### src/rtl/peripheral_spram_pkg.sv
// Shared types and limits for the SPRAM bank and its storage array.
package peripheral_spram_pkg;

  // Bank sequencing: zero-fill after reset, then serve requests.
  typedef enum logic {
    ST_INIT = 1'b0,
    ST_IDLE = 1'b1
  } spram_state_t;

  localparam int READ_LATENCY_MIN = 1;
  localparam int READ_LATENCY_MAX = 4;

  // Number of byte lanes in a data word.
  function automatic int byte_lanes(input int data_width);
    return data_width / 8;
  endfunction

endpackage

### src/rtl/peripheral_spram_array.sv
// Raw byte-enabled word storage: one write port, one registered read port.
// Holds no reset so it can map onto block RAM.
module peripheral_spram_array
  import peripheral_spram_pkg::*;
#(
  parameter int DATA_WIDTH = 16,
  parameter int MEM_WORDS  = 256,
  parameter int IDX_W      = (MEM_WORDS > 1) ? $clog2(MEM_WORDS) : 1,
  parameter int LANES      = byte_lanes(DATA_WIDTH)
) (
  input  logic                  clk_i,
  input  logic                  wr_en_i,
  input  logic [IDX_W-1:0]      wr_idx_i,
  input  logic [LANES-1:0]      wr_be_i,
  input  logic [DATA_WIDTH-1:0] wr_data_i,
  input  logic                  rd_en_i,
  input  logic [IDX_W-1:0]      rd_idx_i,
  output logic [DATA_WIDTH-1:0] rd_data_o
);

  logic [DATA_WIDTH-1:0] mem [MEM_WORDS];

  // Byte-lane write: only enabled lanes are updated.
  always_ff @(posedge clk_i) begin
    if (wr_en_i) begin
      for (int k = 0; k < LANES; k++) begin
        if (wr_be_i[k]) begin
          mem[wr_idx_i][8*k +: 8] <= wr_data_i[8*k +: 8];
        end
      end
    end
  end

  // Registered read; sees writes committed on earlier edges.
  always_ff @(posedge clk_i) begin
    if (rd_en_i) begin
      rd_data_o <= mem[rd_idx_i];
    end
  end

endmodule

### src/rtl/peripheral_spram_bank.sv
// Byte-addressed SPRAM bank behind the AXI4 SPRAM bridge: post-reset
// zero-fill, range check and a READ_LATENCY-deep response pipeline.
//
//   state   | meaning
//   --------+--------------------------------------------------------
//   ST_INIT | zero-fill one word per cycle, requests not accepted
//   ST_IDLE | ready_o=1, one request per cycle, stays until reset
module peripheral_spram_bank
  import peripheral_spram_pkg::*;
#(
  parameter int ADDR_WIDTH   = 32,
  parameter int DATA_WIDTH   = 16,
  parameter int MEM_WORDS    = 256,
  parameter int READ_LATENCY = 1,
  parameter int INIT_ENABLE  = 1
) (
  input  logic                    clk_i,
  input  logic                    rst_i,
  input  logic                    req_i,
  input  logic                    we_i,
  input  logic [ADDR_WIDTH-1:0]   addr_i,
  input  logic [DATA_WIDTH/8-1:0] be_i,
  input  logic [DATA_WIDTH-1:0]   data_i,
  output logic                    ready_o,
  output logic                    rsp_valid_o,
  output logic                    rsp_err_o,
  output logic [DATA_WIDTH-1:0]   data_o
);

  localparam int LANES = byte_lanes(DATA_WIDTH);
  localparam int OFF_W = (LANES > 1) ? $clog2(LANES) : 0;
  localparam int IDX_W = (MEM_WORDS > 1) ? $clog2(MEM_WORDS) : 1;
  localparam logic [ADDR_WIDTH-1:0] MEM_WORDS_A = ADDR_WIDTH'(MEM_WORDS);
  localparam logic [IDX_W-1:0]      LAST_IDX    = IDX_W'(MEM_WORDS - 1);

  if (READ_LATENCY < READ_LATENCY_MIN || READ_LATENCY > READ_LATENCY_MAX) begin : g_bad_latency
    $fatal(1, "peripheral_spram_bank: READ_LATENCY %0d outside supported range", READ_LATENCY);
  end
  if (DATA_WIDTH % 8 != 0) begin : g_bad_width
    $fatal(1, "peripheral_spram_bank: DATA_WIDTH %0d is not a whole number of bytes", DATA_WIDTH);
  end

  spram_state_t          state_q, state_d;
  logic [IDX_W-1:0]      cnt_q, cnt_d;
  logic                  init_we;
  logic                  accept;
  logic                  in_range;
  logic [ADDR_WIDTH-1:0] idx_full;

  logic                  arr_we;
  logic [IDX_W-1:0]      arr_widx;
  logic [LANES-1:0]      arr_be;
  logic [DATA_WIDTH-1:0] arr_wdata;
  logic                  arr_re;
  logic [DATA_WIDTH-1:0] arr_rdata;

  logic                  s1_valid, s1_err, s1_read;
  logic [DATA_WIDTH-1:0] s1_data;

  assign idx_full = addr_i >> OFF_W;
  assign in_range = (idx_full < MEM_WORDS_A);
  assign ready_o  = (state_q == ST_IDLE);
  // Gated by reset so nothing reaches the array while reset is held.
  assign accept   = req_i & ready_o & ~rst_i;

  // State and fill-counter registers.
  always_ff @(posedge clk_i) begin
    if (rst_i) begin
      state_q <= (INIT_ENABLE != 0) ? ST_INIT : ST_IDLE;
      cnt_q   <= '0;
    end else begin
      state_q <= state_d;
      cnt_q   <= cnt_d;
    end
  end

  // Next state: walk the counter over every word, then open for traffic.
  always_comb begin
    state_d = state_q;
    cnt_d   = cnt_q;
    init_we = 1'b0;
    case (state_q)
      ST_INIT: begin
        init_we = ~rst_i;
        if (cnt_q == LAST_IDX) begin
          state_d = ST_IDLE;
          cnt_d   = '0;
        end else begin
          cnt_d = cnt_q + 1'b1;
        end
      end
      ST_IDLE: begin
        state_d = ST_IDLE;
      end
      default: begin
        state_d = ST_IDLE;
      end
    endcase
  end

  // Array port mux: fill writes own the port during init.
  always_comb begin
    arr_we    = 1'b0;
    arr_widx  = idx_full[IDX_W-1:0];
    arr_be    = be_i;
    arr_wdata = data_i;
    if (init_we) begin
      arr_we    = 1'b1;
      arr_widx  = cnt_q;
      arr_be    = {LANES{1'b1}};
      arr_wdata = '0;
    end else begin
      arr_we = accept & we_i & in_range;
    end
  end

  assign arr_re = accept & ~we_i & in_range;

  peripheral_spram_array #(
    .DATA_WIDTH (DATA_WIDTH),
    .MEM_WORDS  (MEM_WORDS),
    .IDX_W      (IDX_W),
    .LANES      (LANES)
  ) u_array (
    .clk_i     (clk_i),
    .wr_en_i   (arr_we),
    .wr_idx_i  (arr_widx),
    .wr_be_i   (arr_be),
    .wr_data_i (arr_wdata),
    .rd_en_i   (arr_re),
    .rd_idx_i  (idx_full[IDX_W-1:0]),
    .rd_data_o (arr_rdata)
  );

  // First response stage, aligned with the array's registered read data.
  always_ff @(posedge clk_i) begin
    if (rst_i) begin
      s1_valid <= 1'b0;
      s1_err   <= 1'b0;
      s1_read  <= 1'b0;
    end else begin
      s1_valid <= accept;
      s1_err   <= accept & ~in_range;
      s1_read  <= arr_re;
    end
  end

  // Array output is unreset and holds stale words; only a live read passes it.
  assign s1_data = s1_read ? arr_rdata : '0;

  if (READ_LATENCY == 1) begin : g_direct
    assign rsp_valid_o = s1_valid;
    assign rsp_err_o   = s1_err;
    assign data_o      = s1_data;
  end else begin : g_pipe
    logic [READ_LATENCY-2:0] v_sr;
    logic [READ_LATENCY-2:0] e_sr;
    logic [DATA_WIDTH-1:0]   d_sr [READ_LATENCY-1];

    // Extra response stages; reset flushes them so no stale pulse escapes.
    always_ff @(posedge clk_i) begin
      if (rst_i) begin
        v_sr <= '0;
        e_sr <= '0;
        for (int i = 0; i < READ_LATENCY - 1; i++) d_sr[i] <= '0;
      end else begin
        v_sr[0] <= s1_valid;
        e_sr[0] <= s1_err;
        d_sr[0] <= s1_data;
        for (int i = 1; i < READ_LATENCY - 1; i++) begin
          v_sr[i] <= v_sr[i-1];
          e_sr[i] <= e_sr[i-1];
          d_sr[i] <= d_sr[i-1];
        end
      end
    end

    assign rsp_valid_o = v_sr[READ_LATENCY-2];
    assign rsp_err_o   = e_sr[READ_LATENCY-2];
    assign data_o      = d_sr[READ_LATENCY-2];
  end

endmodule

### config.mk
export PLATFORM = sky130hd
export DESIGN_NAME = peripheral_spram_bank
export DESIGN_NICKNAME = d
export VERILOG_FILES = /design/src/rtl/peripheral_spram_pkg.sv /design/src/rtl/peripheral_spram_array.sv /design/src/rtl/peripheral_spram_bank.sv
export SDC_FILE = /design/constraint.sdc
export NUM_CORES = 2
export LEC_CHECK = 0
export ABC_CLOCK_PERIOD_IN_PS = 7800
export CELL_PAD_IN_SITES_DETAIL_PLACEMENT = 1
export CELL_PAD_IN_SITES_GLOBAL_PLACEMENT = 1
export CORE_UTILIZATION = 30
export CTS_BUF_LIST = sky130_fd_sc_hd__clkbuf_8 sky130_fd_sc_hd__clkbuf_16
export CTS_CLUSTER_SIZE = 40
export DETAILED_ROUTE_END_ITERATION = 16
export GPL_TIMING_DRIVEN = 0
export PLACE_DENSITY_LB_ADDON = 0.1
export SLEW_MARGIN = 5
export SYNTH_ARGS = -nofsm -noshare
export SYNTH_HDL_FRONTEND = slang
export SYNTH_SLANG_ARGS = --single-unit
### constraint.sdc
create_clock -name clk_i -period 7.8 [get_ports clk_i]
set_input_delay 0.78 -clock clk_i [delete_from_list [all_inputs] [get_ports clk_i]]
set_output_delay 0.78 -clock clk_i [all_outputs]
set_load 0.01 [all_outputs]
== Yosys cells after proc, flatten, opt, wreduce, memory -nomap -nowiden ==
Memories as Yosys holds them, arrays and structs flattened. A register that Yosys moved wholly into a read port is not among the register bits.
Cells that the tools add are included.

* Register bits: 12
* Bits in writable memories: 4096
* Input bits: 54
* Word-level logic and storage cells: 35
* Memories: 1

{| class="wikitable"
|+ Memories
! name !! words !! bits a word !! rd ports !! clocked after Yosys merged registers in !! wr ports !! line !! RTL
|-
| u_array.mem || 256 || 16 || 1 || 1 || 1 || peripheral_spram_array.sv:21 || <nowiki>logic [DATA_WIDTH-1:0] mem [MEM_WORDS];</nowiki>
|}

* Add/subtract/negate cells: 1
* $lt $le $gt $ge: 1
* Equality and inequality tests: 1
* Multiplexer cells: 15
* Bitwise logic cells: 11

{| class="wikitable"
|+ Operators by type and width
! cell !! number
|-
| two-way mux 16 bit || 2
|-
| less-than comparator 31 x 9 -> 1 bit, second input constant || 1
|-
| two-way mux 8 bit || 2
|-
| two-way mux 1 bit || 9
|-
| adder 8 x 1 -> 8 bit, second input constant || 1
|-
| equality test 8 bit, second input constant || 1
|-
| bitwise AND 1 bit || 7
|-
| NOT 1 bit || 4
|-
| two-way mux 2 bit || 1
|-
| case mux 1 bit (2 select lines) || 1
|}

== Depth between registers and ports, before layout ==
* Depth in word-level cells: 7
* Mapped depth: 13
* Depth with buffers taken out: 6

== By module ==
From an unflattened synthesis, not the netlist that was laid out.

* Cell total of the unflattened synthesis: 7846
* Area total of the unflattened synthesis: 161786.4 µm²

{| class="wikitable"
|+ By module, submodules not included
! module !! instances !! cells each !! area an instance (µm²) !! sequential area each (µm²)
|-
| peripheral_spram_array || 1 || 7737 || 160866.8 || 123478.4
|-
| peripheral_spram_bank || 1 || 109 || 919.6 || 240.2
|}

== Worst setup path after synthesis ==
Ideal clock, no wire load.

* Kind: input to register
* Start point: input port rst_i
* End point: memory u_array.mem[0][10], data pin
* Setup time: 0.870 ns
* Arrival: 4.897 ns
* Setup slack: 2.033 ns
* Stages: 5
* Cells stage by stage: or2_2 -> clkbuf_1 -> clkbuf_1 -> clkbuf_1 -> and2_1

* Longest elaborated chain between the ends: 3

{| class="wikitable"
|+ Ends and longest elaborated chain
! item !! line !! RTL
|-
| from (decl) || peripheral_spram_bank.sv:18 || <nowiki>input logic rst_i,</nowiki>
|-
| NOT 1 bit || peripheral_spram_bank.sv:84 || <nowiki>init_we = ~rst_i;</nowiki>
|-
| two-way mux 1 bit || peripheral_spram_bank.sv:82 || <nowiki>case (state_q)</nowiki>
|-
| two-way mux 16 bit || peripheral_spram_bank.sv:107 || <nowiki>if (init_we) begin</nowiki>
|-
| net arr_wdata[10] || peripheral_spram_bank.sv:53 || <nowiki>logic [DATA_WIDTH-1:0] arr_wdata;</nowiki>
|-
| to (decl) || peripheral_spram_array.sv:21 ||
|}

The timed path passes the listed nets, and every way through them passes these cells.

== Worst setup path in the final report ==
* Start point: input port addr_i[2]
* End point: memory u_array.mem[171][2] (enable)

* Longest elaborated chain between the ends: 5
* Elaborated cells on any way between the ends: 6
* Those cells by class: order compare: 1; mux: 4; bitwise: 1

{| class="wikitable"
|+ Ends and longest elaborated chain
! item !! line !! RTL
|-
| from (decl) || peripheral_spram_bank.sv:21 || <nowiki>input logic [ADDR_WIDTH-1:0] addr_i,</nowiki>
|-
| less-than comparator 31 x 9 -> 1 bit || peripheral_spram_bank.sv:61 || <nowiki>assign in_range = (idx_full < MEM_WORDS_A);</nowiki>
|-
| bitwise AND 1 bit || peripheral_spram_bank.sv:113 || <nowiki>arr_we = accept & we_i & in_range;</nowiki>
|-
| two-way mux 1 bit || peripheral_spram_bank.sv:107 ||
|-
| two-way mux 1 bit || peripheral_spram_array.sv:25 || <nowiki>if (wr_en_i) begin</nowiki>
|-
| two-way mux 1 bit (not written as such) || peripheral_spram_array.sv:28 || <nowiki>mem[wr_idx_i][8*k +: 8] <= wr_data_i[8*k +: 8];</nowiki>
|}

Parallel ways exist; a longest one is shown, timed or not.

==> flow_summary.yaml <==
synthesis:
  synth_edf_count: 4112
  synth_area_per_cell_um2: 20.8
  synth_top_area_cell: "edfxtp_1"
  netlist_top_cells_area: "edfxtp_1, mux4_2, mux2i_1"
  ys_ff_latch: 4124
  synthesis.area_mm2: 0.161
  seq_area_frac_synth_pct: 76.6
  ys_warn_count: 0
  yosys.area.top_type_share_pct: 76.5
  syn_inst: 7760
  synth_nets: 7815
  synthArstFlopShare_pct: 0
  synth_flop_cell: "edfxtp_1"
  synth_cell_type_count: 70
final_layout:
  final_core_util_pct: 35.3
  layout.cells.most_common: "edfxtp_1"
  drive_gt1_share_pct: 23.8
  areaGrowthSynthToFinish_pct: 17.4
  final_nets: 8500
  final_cell_mix: "edfxtp_1, mux4_2, mux2i_1"
grt:
  grt_pass1_vias: 88800
  track_usage_pct: 26.3
  antenna_found_initial: 112
  grt_max_degree: 81
  grt_overflow_total: 0
  grt_pass1_wl_um: 926000
pwr:
  internal_power_uw: 37200
  swShare_pct: 24.4
  combPwrFrac_pct: 7.2
  clockPowerShare_pct: 43.2
  power_per_cell_area_mw_per_mm2: 260
  ir_worst_vdd_mv: 0.193
  p_leak_uw: 0.0599
  seq_power_share_pct: 49.6
  power_switching_uw: 12000
setup_path:
  endpoint_kind: "register"
  path_common_cell: "buf_4"
  path_class: "in -> reg"
  cp-start-kind: "primary input"
  worst_ep_arrival_time_ns: 7.47
  required_ns: 8.45
  cpMaxStageDelayCell: "nand3_1"
  crit_family: "buffers and inverters"
  crit_chain: "buf_4, buf_4, buf_4, buf_4, buf_2, nand3_1, o21ai_1, nand3_1, buf_2, nor2_1"
  crit_buf_inv: 6
  max_stage_delay_ns: 1.25
  cp_max_fo: 11
drt:
  route.antenna.remaining_nets: 0
  drtIter0Drc: 12200
  drc: 24
  viasPerCell: 5.58
  drtPass1Iterations: 11
  via_count: 89800
  drt-total-wl_um: 729000
  wl_per_cell_um: 45.3
floorplan:
  design.die.area_mm2: 0.541
  die_w_um: 736
  fp.dieH_um: 736
  boundaryPins: 73
  coreArea_mm2: 0.536
  rows: 269
  initial_core_util_pct: 30.1
sta:
  slew_headroom_pct: -7.56
  hold_viol: 0
  rsz0062_at_grt: "false"
  fin_skew_ns: 0.117
  fin_crit_sh_pct: 87.5
  setup_violations: 0
  post-route-min-period_ns: 6.83
  worst-slew-pin-transition_ns: 1.61
  holdWs_ns: 0.475
  fmax_ghz: 0.147
  slew_violations: 26
  finalSetupTns_ns: 0
clock_tree:
  clk_latency_ns: 1.08
  clk_pin_slew_ns: 0.06
  cts.repair.resized: 0
  cts_hold_buf: 0
  ctsRootBufferMaster: "clkbuf_16"
  clockBufferDepth: 4
  clock-sinks: 4124
  htree_levels: 5
  cts_buffers: 466
  cts_setup_buffers: 0
  cts_tree: "done"
run_status:
  status: "complete, but fails checks"
  violations: "design-rule violations, max-capacitance violations, max-slew violations"
place:
  port_buffers: 66
  dpl.hpwl_um: 518000
  routabilityCongestion: 0.893
min_path:
  worst_hold_path_type: "in -> reg"
flow_run:
  max_cap_viol_count: 7
## per-layer routing
layer	global-route usage (%)	routed length (um)	up-vias
met1	35.1	299000	50200
li1	-	-	34100
met2	42.1	341000	4480
met3	5.40	55700	1020
met4	10.8	33400	8
met5	0	58	-
## sequential cells by signal (all words and copies together), names as in the netlist
signal,cells
cnt_q,8
ready_o,1
rsp_err_o,1
rsp_valid_o,1
s1_read,1
u_array.mem,4096
u_array.rd_data_o,16
## synth_stat cells, drive strengths merged (3+ instances only)
cell type / n
mux2i: 571
a211oi: 7
o2111ai: 9
mux2: 99
nand2: 98
and3: 5
nor3: 101
o21a: 4
nand2b: 16
or2: 4
buf: 264
nand4: 4
nor4: 34
a21oi: 128
edfxtp: 4112
o221ai: 259
clkbuf: 215
o31ai: 22
nor2: 566
inv: 4
a2111oi: 22
dfxtp: 12
nand3: 65
nand3b: 10
a221oi: 17
o32ai: 18
a22oi: 3
and2: 32
a31o: 3
o22ai: 146
and4b: 3
o21ai: 53
mux4: 800
or3: 7
a22o: 31
## path summary, 6_finish.rpt
check,from,to,slack [ns],cells past startpoint
hold reg to reg,cnt_q[7],cnt_q[7],0.61,2
setup / recovery,addr_i[2],u_array.mem[171][2],0.97,10
setup reg to reg,ready_o,u_array.mem[208][9],1.40,8
hold / removal,we_i,s1_read,0.47,2
## logic make-up (layout without fill, tap and decap cells)
group,Yosys count,in the layout,share of synthesized area [%]
and+or+nand+nor,952,952,2.58
other,0,59,0
xor gates and xnor gates,2,2,0.0109
buffers and inverters,484,1566,2.04
muxes,1470,1470,15.4
AOI/OAI and AO/OA,727,727,3.32
DFF,4124,4124,76.6
adders and majority gates,1,1,0.00775
## power groups by stage
stage	clock network (uW)	logic, uW	registers (uW)
floorplan	0	1420	25000
global placement	0	3280	25100
detailed placement	0	3530	24900
CTS	21500	3540	24400
global route	22200	3560	24400
finish	21300	3570	24400
## final cells by class
| cell class | instances | area [um^2] |
|---|---|---|
| Fill cell | 51800 | 347000 |
| Tap cell | 7181 | 8980 |
| Buffer | 479 | 3450 |
| Inverter | 5 | 18.8 |
| Clock buffer | 470 | 11800 |
| Multi-Input combinational cell | 3152 | 34800 |
| Timing Repair Buffer | 217 | 3770 |
| Sequential cell | 4124 | 124000 |
| Antenna cell | 59 | 148 |
| Clock inverter | 395 | 2780 |
## through the flow
step           cell area [um^2]  setup slack, ns  cells  total power, uW
6_report                 189000            0.974  16100            49300
5_1_grt                  189000             1.09  16000            50200
4_1_cts                  189000             1.06  16000            49500
3_5_place_dp             175000        -0.000286  15200            28400
3_3_place_gp             171000            -5.67  15000            28400
2_1_floorplan            161000             2.03   7760            26400
## worst register-to-register path: stages (launching register included)
cell and delay, ns:
dfxtp_1 0.63, or2_2 0.22, clkbuf_1 0.52, clkbuf_1 0.70, nand2_1 0.12, nand2_1 0.98, nand3_1 1.18, clkbuf_1 0.73
nor2_1 0.91
Note: power is estimated with default switching activity, not from simulation.
